$ cat src/rtl/seg7_pkg.sv
`default_nettype none
// +----------------------------------------------------------------------------
// | seg7_pkg : segment codes, op/state encodings and helpers for seg7_calc_display
// | Revision : 1.0
// +----------------------------------------------------------------------------
package seg7_pkg;

   localparam logic [6:0] SEG_BLANK = 7'h7F;
   localparam logic [6:0] SEG_DASH  = 7'h7E;

   typedef enum logic [1:0] {
      OP_PASS = 2'b00,
      OP_ADD  = 2'b01,
      OP_MUL  = 2'b10,
      OP_SUB  = 2'b11
   } op_e;

   typedef enum logic [1:0] {
      ST_SNAP  = 2'd0,
      ST_SHIFT = 2'd1,
      ST_LOAD  = 2'd2
   } state_e;

   function automatic logic [63:0] pow10(input int n);
      logic [63:0] r;
      r = 64'd1;
      for (int i = 0; i < n; i++) begin
         r = r * 64'd10;
      end
      return r;
   endfunction

   // Active-low {a,b,c,d,e,f,g}; non-decimal nibbles render blank
   function automatic logic [6:0] seg_code(input logic [3:0] d);
      logic [6:0] c;
      case (d)
         4'd0:    c = 7'h01;
         4'd1:    c = 7'h4F;
         4'd2:    c = 7'h12;
         4'd3:    c = 7'h06;
         4'd4:    c = 7'h4C;
         4'd5:    c = 7'h24;
         4'd6:    c = 7'h60;
         4'd7:    c = 7'h0F;
         4'd8:    c = 7'h00;
         4'd9:    c = 7'h0C;
         default: c = SEG_BLANK;
      endcase
      return c;
   endfunction

endpackage
`default_nettype wire

$ cat src/rtl/seg7_calc_display_if.sv
`default_nettype none
// +----------------------------------------------------------------------------
// | seg7_calc_display_if : operand inputs and multiplexed display outputs
// | Revision : 1.0
// +----------------------------------------------------------------------------
interface seg7_calc_display_if #(
   parameter int NUM_DIGITS = 4,
   parameter int IN_W       = 8
);
   logic [IN_W-1:0]       a;
   logic [IN_W-1:0]       b;
   logic [1:0]            op;
   logic [6:0]            seg;
   logic [NUM_DIGITS-1:0] dig;
   logic                  dp;

   modport master (output a, output b, output op, input seg, input dig, input dp);
   modport slave  (input a, input b, input op, output seg, output dig, output dp);
endinterface
`default_nettype wire

$ cat src/rtl/seg7_bin2bcd.sv
`default_nettype none
// +----------------------------------------------------------------------------
// | seg7_bin2bcd : iterative double-dabble, one bit per cycle, RES_W cycles
// | Revision : 1.0
// +----------------------------------------------------------------------------
module seg7_bin2bcd #(
   parameter int RES_W      = 16,
   parameter int NUM_DIGITS = 4
) (
   input  logic                    clk,
   input  logic                    rst,
   input  logic                    start_i,
   input  logic [RES_W-1:0]        bin_i,
   output logic [4*NUM_DIGITS-1:0] bcd_o,
   output logic                    done_o
);
   localparam int BCD_W = 4 * NUM_DIGITS;
   localparam int CNT_W = $clog2(RES_W + 1);
   localparam logic [CNT_W-1:0] LAST = CNT_W'(RES_W - 1);

   logic [RES_W-1:0] sh_q, sh_d;
   logic [BCD_W-1:0] bcd_q, bcd_d, adj_w;
   logic [CNT_W-1:0] cnt_q, cnt_d;
   logic             busy_q, busy_d;

   always_comb begin
      adj_w = bcd_q;
      for (int i = 0; i < NUM_DIGITS; i++) begin
         if (bcd_q[4*i +: 4] >= 4'd5) begin
            adj_w[4*i +: 4] = bcd_q[4*i +: 4] + 4'd3;
         end
      end
   end

   // Digits above the register are dropped; the caller flags those values as overflow
   always_comb begin
      sh_d   = sh_q;
      bcd_d  = bcd_q;
      cnt_d  = cnt_q;
      busy_d = busy_q;
      if (start_i) begin
         sh_d   = bin_i;
         bcd_d  = '0;
         cnt_d  = '0;
         busy_d = 1'b1;
      end else if (busy_q) begin
         bcd_d = BCD_W'({adj_w, sh_q[RES_W-1]});
         sh_d  = {sh_q[RES_W-2:0], 1'b0};
         cnt_d = cnt_q + 1'b1;
         if (cnt_q == LAST) begin
            busy_d = 1'b0;
         end
      end
   end

   always_ff @(posedge clk) begin
      if (rst) begin
         sh_q   <= '0;
         bcd_q  <= '0;
         cnt_q  <= '0;
         busy_q <= 1'b0;
      end else begin
         sh_q   <= sh_d;
         bcd_q  <= bcd_d;
         cnt_q  <= cnt_d;
         busy_q <= busy_d;
      end
   end

   assign bcd_o  = bcd_q;
   assign done_o = busy_q && (cnt_q == LAST);

endmodule
`default_nettype wire

$ cat src/rtl/seg7_calc_display.sv
`default_nettype none
// +----------------------------------------------------------------------------
// | seg7_calc_display : pass/add/mul/sub on two operands, shown on an N-digit
// | multiplexed 7-seg display. Option macro SEG7_LZB_EN: leading-zero blanking.
// | Revision : 1.0
// +----------------------------------------------------------------------------
module seg7_calc_display
   import seg7_pkg::*;
#(
   parameter int NUM_DIGITS  = 4,
   parameter int IN_W        = 8,
   parameter int REFRESH_DIV = 1000
) (
   input  logic                clk,
   input  logic                rst,
   seg7_calc_display_if.slave  bus
);
   localparam int RES_W = 2 * IN_W;
   localparam int PW    = (REFRESH_DIV > 1) ? $clog2(REFRESH_DIV) : 1;
   localparam int IW    = $clog2(NUM_DIGITS);
   localparam logic [63:0]    OVF_LIM = pow10(NUM_DIGITS);
   localparam logic [63:0]    NEG_LIM = pow10(NUM_DIGITS - 1);
   localparam logic [PW-1:0]  P_LAST  = PW'(REFRESH_DIV - 1);
   localparam logic [IW-1:0]  I_LAST  = IW'(NUM_DIGITS - 1);

   state_e state_q, state_d;
   logic   start_w, load_w, done_w;

   logic [RES_W-1:0]        res_w;
   logic                    neg_w, ovf_w, neg_q, ovf_q;
   logic [4*NUM_DIGITS-1:0] bcd_w;
   logic [6:0]              code_w [NUM_DIGITS];
   logic [6:0]              disp_q [NUM_DIGITS];
   logic [6:0]              disp_d [NUM_DIGITS];

   logic [PW-1:0]         presc_q, presc_d;
   logic [IW-1:0]         idx_q, idx_d;
   logic [6:0]            seg_q, seg_d;
   logic [NUM_DIGITS-1:0] dig_q, dig_d;

   always_comb begin
      res_w = '0;
      neg_w = 1'b0;
      unique case (bus.op)
         OP_PASS: res_w = RES_W'(bus.a);
         OP_ADD:  res_w = RES_W'(bus.a) + RES_W'(bus.b);
         OP_MUL:  res_w = RES_W'(bus.a) * RES_W'(bus.b);
         OP_SUB: begin
            if (bus.b > bus.a) begin
               neg_w = 1'b1;
               res_w = RES_W'(bus.b) - RES_W'(bus.a);
            end else begin
               res_w = RES_W'(bus.a) - RES_W'(bus.b);
            end
         end
      endcase
      // A negative value also needs the leftmost digit for its sign
      ovf_w = (64'(res_w) >= OVF_LIM) || (neg_w && (64'(res_w) >= NEG_LIM));
   end

   seg7_bin2bcd #(
      .RES_W      (RES_W),
      .NUM_DIGITS (NUM_DIGITS)
   ) u_bin2bcd (
      .clk     (clk),
      .rst     (rst),
      .start_i (start_w),
      .bin_i   (res_w),
      .bcd_o   (bcd_w),
      .done_o  (done_w)
   );

   always_ff @(posedge clk) begin
      if (rst) begin
         state_q <= ST_SNAP;
      end else begin
         state_q <= state_d;
      end
   end

   always_comb begin
      state_d = ST_SNAP;
      case (state_q)
         ST_SNAP:  state_d = ST_SHIFT;
         ST_SHIFT: state_d = done_w ? ST_LOAD : ST_SHIFT;
         ST_LOAD:  state_d = ST_SNAP;
         default:  state_d = ST_SNAP;
      endcase
   end

   always_comb begin
      start_w = (state_q == ST_SNAP);
      load_w  = (state_q == ST_LOAD);
   end

`ifdef SEG7_LZB_EN
   int msnz_w;
`endif

   always_comb begin
`ifdef SEG7_LZB_EN
      msnz_w = 0;
      for (int i = 0; i < NUM_DIGITS; i++) begin
         if (bcd_w[4*i +: 4] != 4'd0) begin
            msnz_w = i;
         end
      end
`endif
      for (int i = 0; i < NUM_DIGITS; i++) begin
         code_w[i] = seg_code(bcd_w[4*i +: 4]);
`ifdef SEG7_LZB_EN
         if (i > msnz_w) begin
            code_w[i] = SEG_BLANK;
         end
         if (neg_q && (i == msnz_w + 1)) begin
            code_w[i] = SEG_DASH;
         end
`else
         if (neg_q && (i == NUM_DIGITS - 1)) begin
            code_w[i] = SEG_DASH;
         end
`endif
         if (ovf_q) begin
            code_w[i] = SEG_DASH;
         end
      end
   end

   always_comb begin
      disp_d = disp_q;
      if (load_w) begin
         disp_d = code_w;
      end
   end

   // Scan reads disp_d so a same-cycle load is shown immediately
   always_comb begin
      presc_d = presc_q + 1'b1;
      idx_d   = idx_q;
      seg_d   = seg_q;
      dig_d   = dig_q;
      if (presc_q == P_LAST) begin
         presc_d = '0;
         idx_d   = (idx_q == I_LAST) ? '0 : idx_q + 1'b1;
         dig_d   = {{(NUM_DIGITS-1){1'b0}}, 1'b1} << idx_d;
         seg_d   = disp_d[idx_d];
      end
   end

   always_ff @(posedge clk) begin
      if (rst) begin
         neg_q   <= 1'b0;
         ovf_q   <= 1'b0;
         presc_q <= '0;
         idx_q   <= '0;
         seg_q   <= SEG_BLANK;
         dig_q   <= {{(NUM_DIGITS-1){1'b0}}, 1'b1};
         for (int i = 0; i < NUM_DIGITS; i++) begin
            disp_q[i] <= SEG_BLANK;
         end
      end else begin
         if (start_w) begin
            neg_q <= neg_w;
            ovf_q <= ovf_w;
         end
         presc_q <= presc_d;
         idx_q   <= idx_d;
         seg_q   <= seg_d;
         dig_q   <= dig_d;
         disp_q  <= disp_d;
      end
   end

   assign bus.seg = seg_q;
   assign bus.dig = dig_q;
   assign bus.dp  = 1'b1;

endmodule
`default_nettype wire

$ cat src/flat_wrapper.sv
// flat-port wrapper written by rule: the top's interface ports become plain ports
module seg7_calc_display_flat import seg7_pkg::*;
#(
   parameter int NUM_DIGITS  = 4,
   parameter int IN_W        = 8,
   parameter int REFRESH_DIV = 1000
)
  (clk, rst, bus_a, bus_b, bus_op, bus_seg, bus_dig, bus_dp);
  seg7_calc_display_if #(.NUM_DIGITS(NUM_DIGITS), .IN_W(IN_W)) bus_i ();
  input  logic clk;
  input  logic rst;
  input wire logic [$bits(bus_i.a)-1:0] bus_a;
  input wire logic [$bits(bus_i.b)-1:0] bus_b;
  input wire logic [$bits(bus_i.op)-1:0] bus_op;
  output wire logic [$bits(bus_i.seg)-1:0] bus_seg;
  output wire logic [$bits(bus_i.dig)-1:0] bus_dig;
  output wire logic [$bits(bus_i.dp)-1:0] bus_dp;
  assign bus_i.a = bus_a;
  assign bus_i.b = bus_b;
  assign bus_i.op = bus_op;
  assign bus_seg = bus_i.seg;
  assign bus_dig = bus_i.dig;
  assign bus_dp = bus_i.dp;
  seg7_calc_display #(.NUM_DIGITS(NUM_DIGITS), .IN_W(IN_W), .REFRESH_DIV(REFRESH_DIV)) u_core (.clk(clk), .rst(rst), .bus(bus_i));
endmodule
$ cat config.mk
export PLATFORM = sky130hd
export DESIGN_NAME = seg7_calc_display_flat
export DESIGN_NICKNAME = d
export VERILOG_FILES = /design/src/rtl/seg7_pkg.sv /design/src/rtl/seg7_calc_display_if.sv /design/src/rtl/seg7_bin2bcd.sv /design/src/rtl/seg7_calc_display.sv /design/src/flat_wrapper.sv
export SDC_FILE = /design/constraint.sdc
export NUM_CORES = 1
export LEC_CHECK = 0
export BUFFER_PORTS_ARGS = -buffer_cell sky130_fd_sc_hd__buf_2
export CAP_MARGIN = 20
export CORE_MARGIN = 2
export CORE_UTILIZATION = 60
export DETAILED_ROUTE_END_ITERATION = 7
export HOLD_SLACK_MARGIN = 0.08
export MAX_ROUTING_LAYER = met4
export PLACE_DENSITY = 0.83
export SLEW_MARGIN = 20
export SYNTH_ARGS = -nofsm -noshare
export SYNTH_HDL_FRONTEND = slang
export SYNTH_HIERARCHICAL = 1
export SYNTH_SLANG_ARGS = --single-unit
$ cat constraint.sdc
create_clock -name clk -period 13 [get_ports clk]
set_input_delay 1.3 -clock clk [delete_from_list [all_inputs] [get_ports clk]]
set_output_delay 1.3 -clock clk [all_outputs]
set_load 0.02 [all_outputs]
==> run_results.csv <==
group,metric,value,unit
status,status,"completed",
place,portBuffers,30,
clock_network,cts_buffers,9,
logic_synthesis,synth_area_leaders,"dfxtp_1 22%, ha_1 14%, fa_1 9.2%",
logic_synthesis,synth_seq_area_share,22.04,%
worst_setup_path,r2r_cells,11,
worst_setup_path,rr_startpoint,"u_core/u_bin2bcd/bcd_o[5]",
logic_synthesis,synth_area_per_cell,8.289,um^2
logic_synthesis,synth_flop_cell,"dfxtp_1",
place,placed_cells,1188,
logic_synthesis,synthesis.instances,1019,
global_routing,gr-total-overflow,0,
global_routing,grtUsageTotal,26.96,%
logic_synthesis,synth.top_cell.area_share,22.04,%
clock_network,cts-root-buf,"clkbuf_16",
timing,fin_crit_sh,43.51,%
global_routing,grt_pass1_wl,31130,um
cells_and_area,fillCellCount,1152,
worst_hold_path,min_to,"u_core/presc_q[0]",
timing,fin_skew,5.345,ps
detailed_routing,ant_nets,0,
clock_network,cts.sinks,93,
clock_network,clk_path_buf_depth,2,
logic_synthesis,synth.most_common_cell,"nor2_1",
detailed_routing,via_per_inst,5.862,
worst_setup_path,start_kind,"input pin",
worst_setup_path,rrSetupSlack,10340,ps
clock_network,cts_tree,"built",
timing,tightestPinTransition,1007,ps
cells_and_area,final_layout_size_suffix_gt1_share,9.863,%
timing,maxSlewViolCount,0,
place,dpl_cell_area,8612,um^2
floorplan,rows,43,
logic_synthesis,postSynthRegisterBits,93,
clock_network,cts_resized,0,
detailed_routing,route.detailed.drc,0,
clock_network,clock_latency,350,ps
place,pre_cts_ws,6991,ps
floorplan,die_h,122.7,um
floorplan,coreArea,13830,um^2
worst_setup_path,crit_arrival,5890,ps
power,p_leak,3.882,nW
place,dp_hpwl,14310,um
clock_network,clk_pin_slew,70,ps
detailed_routing,finalWirelength,19030,um
cells_and_area,fin_area,8941,um^2
logic_synthesis,synth-edff-count,0,
timing,fin_ws,7344,ps
detailed_routing,drt_iter0_drc,548,
worst_hold_path,holdCritPathClass,"register to register",
clock_network,htree_levels,3,
global_routing,grt_max_degree,69,
timing,hold_viol,0,
clock_network,ctsHoldBuffers,0,
floorplan,io_pins,32,
timing,tns,0,ps
timing,max-slew-margin-rel,32.63,%
global_routing,antenna_found_initial,0,
worst_setup_path,worstPathRequired,13240,ps
floorplan,die_area,15040,um^2
logic_synthesis,postSynth.asyncResetShare,0,%
detailed_routing,first_pass_iters,7,
cells_and_area,fin_cells,1204,
cells_and_area,nets,1173,
detailed_routing,wl_per_cell,15.81,um
logic_synthesis,synth_common_cells,"136 x nor2_1, 102 x inv_1, 95 x ha_1, 93 x dfxtp_1, 62 x nand2_1",
cells_and_area,antenna-diode-count,0,
place,gp_congestion,0.9214,
timing,rsz0062_at_grt,"false",
worst_setup_path,cp-end-kind,"register",
logic_synthesis,synth_area_leader_cell,"dfxtp_1",
timing,fmax,0.1768,GHz
timing,setup_violations,0,
logic_synthesis,yosysWarningCount,6,
job,max_cap_viol_count,0,
cells_and_area,multi_input_area,5961,um^2
cells_and_area,area_delta_synth_final,5.851,%
logic_synthesis,synth_area,8447,um^2
floorplan,initial_utilization,61.09,%
logic_synthesis,synth_cell_types,66,
global_routing,grt_pass1_vias,6594,
cells_and_area,seqCellArea,1866,um^2
clock_network,cts_setup_buffers,0,
power,ir_drop,0.08945,mV
timing,period_needed,5656,ps
detailed_routing,vias,7058,
worst_setup_path,path_class,"input pin to register",
worst_setup_path,timing.rr.end,"u_core/bus.seg[3]",
power,p_per_area,108.2,nW/um^2
worst_hold_path,hold_depth,1,
worst_hold_path,hp-start,"u_core/presc_q[0]",
floorplan,fp.dieW,122.7,um
worst_setup_path,crit_path_max_fanout,8,
logic_synthesis,syn_nets,1173,
[state kept, by name (all words and copies together) (netlist names)]
signal / count
u_core/state_q: 2
u_core/u_bin2bcd/busy_q: 1
u_core/ovf_q: 1
u_core/idx_q: 2
u_core/u_bin2bcd/bcd_o: 16
u_core/presc_q: 10
u_core/u_bin2bcd/cnt_q: 5
u_core/bus.seg: 7
u_core/bus.dig: 4
u_core/u_bin2bcd/sh_q: 16
u_core/disp_q: 28
u_core/neg_q: 1
[power breakdown]
group / switching [W] / internal (W)
Sequential: 0.0000131 / 0.000295
Clock: 0.000112 / 0.000174
Combinational: 0.000215 / 0.000157
Total: 0.000341 / 0.000626
[area by class of cell]
type                       count  area share, %
multi-input combinational    778          66.67
sequential                    93          20.86
inverter                     104          4.366
clock buffer                  11          2.715
tap                          180          2.519
timing repair buffer          33          1.931
clock inverter                 5         0.9376
[worst max-delay path, cell delays in order]
cell	delay [ps]
buf_2	170
inv_1	240
nor2_1	100
fa_1	520
fa_1	530
fa_1	550
inv_1	50
fa_1	530
inv_1	40
ha_1	330
and3_1	200
a22o_1	190
o31a_1	240
o22ai_1	190
o21ai_0	160
xnor2_1	150
nand2_1	90
a31oi_1	90
a41o_1	220
[how the worst max path moves through the flow]
stage,startpoint,endpoint,slack [ps],cells past startpoint
5_1_grt,bus_a[1],u_core/ovf_q,7090,19
6_report,bus_a[1],u_core/ovf_q,7340,19
3_3_place_gp,bus_a[1],u_core/ovf_q,7100,19
4_1_cts,bus_a[1],u_core/ovf_q,7370,19
2_1_floorplan,bus_a[1],u_core/ovf_q,7500,18
3_5_place_dp,bus_a[1],u_core/ovf_q,6990,19
[per-layer routing]
layer | global-route usage, % | part of all wire, % | vias up
met5 | - | 0 | -
met4 | 8.836 | 2.0 | 0
met3 | 5.112 | 5.1 | 30
met2 | 44.86 | 49 | 198
met1 | 32.97 | 44 | 3357
li1 | - | - | 3473
[placed cells by master (no fill, tap or decap), drive strengths merged, types with 12 or more instances in the layout]
master,instances
nand2b,36
nor3,12
dfxtp,93
ha,95
mux2,16
xor2,12
nor2,137
nand2,62
fa,39
xnor2,17
nand3,19
a21oi,64
nor2b,15
inv,102
mux2i,30
buf,33
or2,15
o21ai,57
a31oi,16
[per-stage QoR]
step / total power (W) / utilization (%) / hold slack [ps]
after floorplan: 0.0006019 / - / 413.0
after global placement: 0.0006713 / 62.28 / 424.5
after detailed placement: 0.0006815 / 62.28 / 430.5
after CTS: 0.0009705 / 64.65 / 441.9
after global routing: 0.001032 / 64.66 / 473.8
final: 0.0009670 / 64.66 / 440.9
[logic make-up (layout without fill, tap and decap cells)]
family / count (synthesis) / in the layout / synth area share (%)
adder cells (fa/ha/maj): 134 / 134 / 23.32
flip-flops: 93 / 93 / 22.04
multiplexers: 54 / 54 / 7.821
AO/OA/AOI/OAI: 212 / 212 / 16.16
AND/OR/NAND/NOR: 348 / 348 / 20.19
other: 1 / 1 / 0.04440
buffers and inverters: 148 / 153 / 7.421
XOR/XNOR: 29 / 29 / 3.007
No activity file was read; power rests on OpenSTA's default activity.
